<file path="src/rtl/scan_responder.sv">
// scan_responder: scan-chain endpoint; shifts chain data, latches design inputs, captures design outputs.
// Latency: events act SYNC_STAGES clk edges after a raw level is first sampled; scan_data_out lags sr by one more.
// Backpressure: none; all scan inputs are oversampled levels and must each be held >= SYNC_STAGES+1 clk cycles.
`timescale 1ns/1ps
module scan_responder #(
  parameter int NUM_IOS     = 8,
  parameter int FRAME_BITS  = 32,
  parameter int SYNC_STAGES = 2
) (
  input  logic               clk,
  input  logic               reset,
  input  logic               scan_clk,
  input  logic               scan_data_in,
  input  logic               scan_select,
  input  logic               scan_latch_enable,
  output logic               scan_data_out,
  output logic [NUM_IOS-1:0] design_inputs,
  input  logic [NUM_IOS-1:0] design_outputs,
  output logic               latch_strobe,
  output logic               capture_strobe,
  output logic               frame_ok
);

  // Counter saturates one past a full frame so an over-long frame never wraps back to "exact".
  localparam int CW = $clog2(FRAME_BITS + 2);
  localparam logic [CW-1:0] CNT_FRAME = CW'(FRAME_BITS);
  localparam logic [CW-1:0] CNT_MAX   = CW'(FRAME_BITS + 1);

  // Bit order inside each sync stage: {latch_enable, select, data, clk}.
  logic [SYNC_STAGES-1:0][3:0] sync_q;
  logic [3:0]                  sync_out;
  logic                        clk_s, data_s, sel_s, le_s;
  logic                        clk_prev, sel_prev, le_prev;
  logic                        shift_ev, capture_ev, latch_ev, shift_do;
  logic [NUM_IOS-1:0]          sr;
  logic [CW-1:0]               shift_count;

  assign sync_out = sync_q[SYNC_STAGES-1];
  assign clk_s    = sync_out[0];
  assign data_s   = sync_out[1];
  assign sel_s    = sync_out[2];
  assign le_s     = sync_out[3];

  // Edge decode on synchronized levels; capture takes priority over a coincident shift.
  always_comb begin
    shift_ev   = clk_s & ~clk_prev & sel_s;
    capture_ev = ~sel_s & sel_prev;
    latch_ev   = le_s & ~le_prev;
    shift_do   = shift_ev & ~capture_ev;
  end

  // Synchronizers plus one "previous" flop per control for edge detection; data shares the same delay.
  always_ff @(posedge clk) begin
    if (reset) begin
      sync_q   <= '0;
      clk_prev <= 1'b0;
      sel_prev <= 1'b0;
      le_prev  <= 1'b0;
    end else begin
      sync_q   <= {sync_q[SYNC_STAGES-2:0],
                   {scan_latch_enable, scan_select, scan_data_in, scan_clk}};
      clk_prev <= clk_s;
      sel_prev <= sel_s;
      le_prev  <= le_s;
    end
  end

  // Shift register: capture loads design outputs, otherwise shift in MSB-first chain data.
  always_ff @(posedge clk) begin
    if (reset) begin
      sr            <= '0;
      scan_data_out <= 1'b0;
    end else begin
      scan_data_out <= sr[NUM_IOS-1];
      if (capture_ev) begin
        sr <= design_outputs;
      end else if (shift_do) begin
        sr <= {sr[NUM_IOS-2:0], data_s};
      end
    end
  end

  // Latch applies the pre-update sr and judges frame length; a coincident shift counts into the new frame.
  always_ff @(posedge clk) begin
    if (reset) begin
      design_inputs <= '0;
      frame_ok      <= 1'b0;
      shift_count   <= '0;
    end else if (latch_ev) begin
      design_inputs <= sr;
      frame_ok      <= (shift_count == CNT_FRAME);
      shift_count   <= {{(CW-1){1'b0}}, shift_do};
    end else if (shift_do && (shift_count != CNT_MAX)) begin
      shift_count   <= shift_count + 1'b1;
    end
  end

  // One-cycle event strobes.
  always_ff @(posedge clk) begin
    if (reset) begin
      latch_strobe   <= 1'b0;
      capture_strobe <= 1'b0;
    end else begin
      latch_strobe   <= latch_ev;
      capture_strobe <= capture_ev;
    end
  end

endmodule

</file>
<file path="config.mk">
export PLATFORM = sky130hd
export DESIGN_NAME = scan_responder
export DESIGN_NICKNAME = d
export VERILOG_FILES = /design/src/rtl/scan_responder.sv
export SDC_FILE = /design/constraint.sdc
export NUM_CORES = 1
export LEC_CHECK = 0
export ABC_AREA = 1
export BUFFER_PORTS_ARGS = -buffer_cell sky130_fd_sc_hd__buf_2
export CAP_MARGIN = 5
export CELL_PAD_IN_SITES_DETAIL_PLACEMENT = 1
export CELL_PAD_IN_SITES_GLOBAL_PLACEMENT = 2
export CORE_MARGIN = 1.5
export CORE_UTILIZATION = 31
export CTS_CLUSTER_DIAMETER = 40
export DETAILED_ROUTE_END_ITERATION = 10
export GPL_TIMING_DRIVEN = 0
export PLACE_DENSITY_LB_ADDON = 0.2
export SLEW_MARGIN = 20
export SYNTH_ARGS = -nofsm -noshare
export SYNTH_HDL_FRONTEND = slang
export SYNTH_SLANG_ARGS = --single-unit
</file>
<file path="constraint.sdc">
create_clock -name clk -period 1.4 [get_ports clk]
set_input_delay 0.14 -clock clk [delete_from_list [all_inputs] [get_ports clk]]
set_output_delay 0.14 -clock clk [all_outputs]
set_load 0.01 [all_outputs]
</file>
==> report_table.html <==
<table>
<tr><th>Metric</th><th>Value</th></tr>
<tr><th colspan="2">Run status</th></tr>
<tr><td>Run status</td><td>finished, final reports clean</td></tr>
<tr><th colspan="2">Setup path</th></tr>
<tr><td>Buffering stage count on the worst path with inverters included</td><td>1</td></tr>
<tr><td>Critical path class</td><td>flip-flop to flip-flop</td></tr>
<tr><td>Worst endpoint data arrival time</td><td>1.41 ns</td></tr>
<tr><td>Largest stage delay, worst path</td><td>0.46 ns</td></tr>
<tr><td>Register-to-Register Setup Slack</td><td>0.17 ns</td></tr>
<tr><td>Largest fanout of any net on the critical path</td><td>7</td></tr>
<tr><td>Slowest cell on crit path</td><td>sky130_fd_sc_hd__dfxtp_1</td></tr>
<tr><td>Startpoint Class</td><td>flip-flop</td></tr>
<tr><td>Top cell family by delay on the critical path</td><td>flip-flops</td></tr>
<tr><td>Ordered list of cells on the worst path</td><td>ha_1 &gt; nand3_2 &gt; nand2_2 &gt; inv_2 &gt; nor2_1 &gt; nor2_1</td></tr>
<tr><td>WP data required</td><td>1.58 ns</td></tr>
<tr><td>Most prevalent standard cell on the critical path</td><td>sky130_fd_sc_hd__nor2_1</td></tr>
<tr><td>Critical Path End Type</td><td>flip-flop</td></tr>
<tr><th colspan="2">Yosys</th></tr>
<tr><td>Total standard cell area after synthesis</td><td>1380 um^2</td></tr>
<tr><td>Number of synthesized register bits</td><td>37</td></tr>
<tr><td>Post-Syn Area per Cell</td><td>8.42 um^2</td></tr>
<tr><td>Yosys Warn Count</td><td>0</td></tr>
<tr><td>Post-synth cell types</td><td>22</td></tr>
<tr><td>Number of standard cells after synthesis</td><td>164</td></tr>
<tr><td>Post-synthesis sequential area ratio</td><td>0.537</td></tr>
<tr><td>Post-synth net total</td><td>181</td></tr>
<tr><th colspan="2">Floorplanning</th></tr>
<tr><td>Floorplan row count</td><td>24</td></tr>
<tr><td>Starting Density</td><td>0.319</td></tr>
<tr><td>Die ar.</td><td>4860 um^2</td></tr>
<tr><td>Core Footprint</td><td>4320 um^2</td></tr>
<tr><td>I/O pin cnt</td><td>26</td></tr>
<tr><td>Vertical extent of the die</td><td>69.7 um</td></tr>
<tr><td>Die outline width</td><td>69.7 um</td></tr>
<tr><th colspan="2">Global routing</th></tr>
<tr><td>Antenna violations before repair</td><td>0</td></tr>
<tr><td>GRT overflow</td><td>0</td></tr>
<tr><td>Via count of the first global-routing pass</td><td>1228</td></tr>
<tr><td>Total routing usage reported by global routing</td><td>0.145</td></tr>
<tr><td>Global-route wire length before repair</td><td>5600 um</td></tr>
<tr><td>Largest net degree at the start of global routing</td><td>12</td></tr>
<tr><th colspan="2">Pwr</th></tr>
<tr><td>Internal power contribution</td><td>1.45 mW</td></tr>
<tr><td>Part of the power in combinational logic</td><td>0.046</td></tr>
<tr><td>Fraction of power consumed by the clock network</td><td>0.376</td></tr>
<tr><td>Overall power of the completed layout</td><td>1.87 mW</td></tr>
<tr><td>Sequential share of power</td><td>0.578</td></tr>
<tr><td>Switching part of the total</td><td>0.226</td></tr>
<tr><td>Leakage</td><td>0.728 nW</td></tr>
<tr><td>Pwr/cell area</td><td>1130 nW/um^2</td></tr>
<tr><td>Net switching power</td><td>0.424 mW</td></tr>
<tr><td>Peak VDD IR</td><td>0.464 mV</td></tr>
<tr><th colspan="2">Clock network</th></tr>
<tr><td>Source-to-sink clock delay at the later pin of the worst-skew pair</td><td>0.29 ns</td></tr>
<tr><td>Num CTS Buffers</td><td>5</td></tr>
<tr><td>Cts repair resizes</td><td>0</td></tr>
<tr><td>TritonCTS sink count</td><td>37</td></tr>
<tr><td>Cts-stage hold buffer count</td><td>0</td></tr>
<tr><td>Clock edge transition at the registers on the reported setup and hold paths</td><td>0.07 ns</td></tr>
<tr><td>Clock Tree Buf Depth</td><td>2</td></tr>
<tr><td>TritonCTS clock tree</td><td>done</td></tr>
<tr><td>Number of levels the H-tree was split into</td><td>2</td></tr>
<tr><td># Post-CTS Setup Buffers</td><td>0</td></tr>
<tr><td>Clock root cell</td><td>sky130_fd_sc_hd__clkbuf_8</td></tr>
<tr><th colspan="2">Routing</th></tr>
<tr><td>Post-route antenna net violation count</td><td>0</td></tr>
<tr><td>Number of violations reported at the end of detailed-routing iteration 0</td><td>67</td></tr>
<tr><td>Count of TritonRoute iterations in the first routing pass</td><td>4</td></tr>
<tr><td>Routed length per placed instance</td><td>12.5 um</td></tr>
<tr><td>Remaining routing DRC violations</td><td>0</td></tr>
<tr><td>Total wire length after detailed routing</td><td>3110 um</td></tr>
<tr><td>Vias per inst</td><td>4.61</td></tr>
<tr><td>Via count</td><td>1147</td></tr>
<tr><th colspan="2">STA</th></tr>
<tr><td>Slew at the pin closest to its max-slew limit</td><td>0.485 ns</td></tr>
<tr><td>Worst slew margin</td><td>0.676</td></tr>
<tr><td>Number of max-slew violations in the final report</td><td>0</td></tr>
<tr><td>Setup Viol. Count Final</td><td>0</td></tr>
<tr><td>Total negative slack</td><td>0 ns</td></tr>
<tr><td>Clock period minus worst slack</td><td>1.23 ns</td></tr>
<tr><td>FMAX</td><td>815 MHz</td></tr>
<tr><td>Final-report hold violation count</td><td>0</td></tr>
<tr><td>Final worst clock skew</td><td>0.00680 ns</td></tr>
<tr><td>Final clock period utilization by the worst path</td><td>0.877</td></tr>
<tr><td>Setup repair after global routing missed its margin</td><td>false</td></tr>
<tr><th colspan="2">Layout</th></tr>
<tr><td>Net count reported at finish</td><td>213</td></tr>
<tr><td>Most frequent cells in the layout</td><td>sky130_fd_sc_hd__dfxtp_1 (36), sky130_fd_sc_hd__nand2_1 (32), sky130_fd_sc_hd__buf_2 (26)</td></tr>
<tr><td>Most frequent standard cell in the layout excluding fill and tap cells</td><td>sky130_fd_sc_hd__dfxtp_1</td></tr>
<tr><td>ANT cells</td><td>0</td></tr>
<tr><td>Syn-to-layout area delta</td><td>19.9%</td></tr>
<tr><td>Layout cell share with drive strength beyond 1</td><td>0.213</td></tr>
<tr><th colspan="2">Worst hold path</th></tr>
<tr><td>Hold Crit Class</td><td>primary input to flip-flop</td></tr>
<tr><th colspan="2">Place</th></tr>
<tr><td>Placer congestion estimate</td><td>0.746</td></tr>
<tr><td>Placed wire-length estimate</td><td>2300 um</td></tr>
<tr><td>Buffers added on ports</td><td>25</td></tr>
<tr><th colspan="2">Run</th></tr>
<tr><td>Number of violations of the max-capacitance limit</td><td>0</td></tr>
</table>
kinds of logic (layout without fill, tap and decap cells):
group,Yosys count,count (layout),share of synthesized area
DFF,37,37,0.537
and+or+nand+nor,65,65,0.200
AOI/OAI and AO/OA,31,31,0.146
adders and majority gates,3,3,0.0272
buffers and inverters,26,59,0.0771
xor gates and xnor gates,2,2,0.0127
power by group through the flow:
| stage | logic (mW) | clock network, mW | registers (mW) |
|---|---|---|---|
| global placement | 0.0834 | 0 | 1.11 |
| CTS | 0.0875 | 0.736 | 1.08 |
| floorplan | 0.0468 | 0 | 1.11 |
| finish | 0.0858 | 0.705 | 1.08 |
| detailed placement | 0.0872 | 0 | 1.11 |
| global route | 0.0998 | 0.789 | 1.08 |
worst min-delay path, stage by stage:
cell and delay (ns):
sky130_fd_sc_hd__buf_2 0.07, sky130_fd_sc_hd__inv_1 0.03, sky130_fd_sc_hd__nor2_1 0.06
path summary, 6_finish.rpt:
check            startpoint             end  cells after the start
max          shift_count[0]  shift_count[1]                      6
min             scan_select       sync_q[2]                      3
max reg2reg  shift_count[0]  shift_count[1]                      6
min reg2reg       sync_q[1]     sync_out[1]                      2
layout make-up:
cell class                 count  area, um^2
clock buffer                   6        72.6
clock inverter                 2        10.0
inverter                      22        82.6
timing repair buffer          25         125
multi-input combinational    101         533
tap                           52        65.1
sequential                    37         742
buffer                         4        23.8
fill                         549        2670
Yosys cell counts (all sizes together):
| cell | count | area share |
|---|---|---|
| a31oi | 2 | 0.0091 |
| a21oi | 10 | 0.036 |
| o21ai | 5 | 0.018 |
| xor2 | 1 | 0.0063 |
| nand3 | 8 | 0.033 |
| inv | 22 | 0.060 |
| buf | 2 | 0.012 |
| dfxtp | 37 | 0.54 |
| a22oi | 6 | 0.033 |
| clkbuf | 2 | 0.0054 |
| a22o | 7 | 0.044 |
| nor2 | 24 | 0.076 |
| o21bai | 1 | 0.0054 |
| ha | 3 | 0.027 |
| xnor2 | 1 | 0.0063 |
| nand2 | 33 | 0.092 |
metal layers:
layer  GRT usage  vias to the layer above  part of all wire
met1       0.181                      531              0.46
met3      0.0349                        7             0.037
met5           0                        -                 0
met2       0.239                       22              0.48
met4      0.0641                        0             0.018
li1            -                      587                 -
flip-flops by register name, summed over array words and instances (netlist names):
name and flops:
capture_strobe 1, clk_prev 1, design_inputs 8, frame_ok 1, latch_strobe 1, le_prev 1
scan_data_out 1, sel_prev 1, shift_count 6, sr 8, sync_out 4, sync_q 4
per-stage QoR:
stage	instance area [um^2]	utilization	setup WS (ns)	std cells	hold WS, ns
2_1_floorplan	1380	-	0.305	164	0.223
3_3_place_gp	1570	0.363	0.180	241	0.342
3_5_place_dp	1570	0.363	0.120	241	0.351
4_1_cts	1650	0.382	0.104	249	0.0536
5_1_grt	1650	0.383	0.0499	249	0.0676
6_report	1650	0.383	0.173	249	0.0558
(Power assumes the default switching activity.)
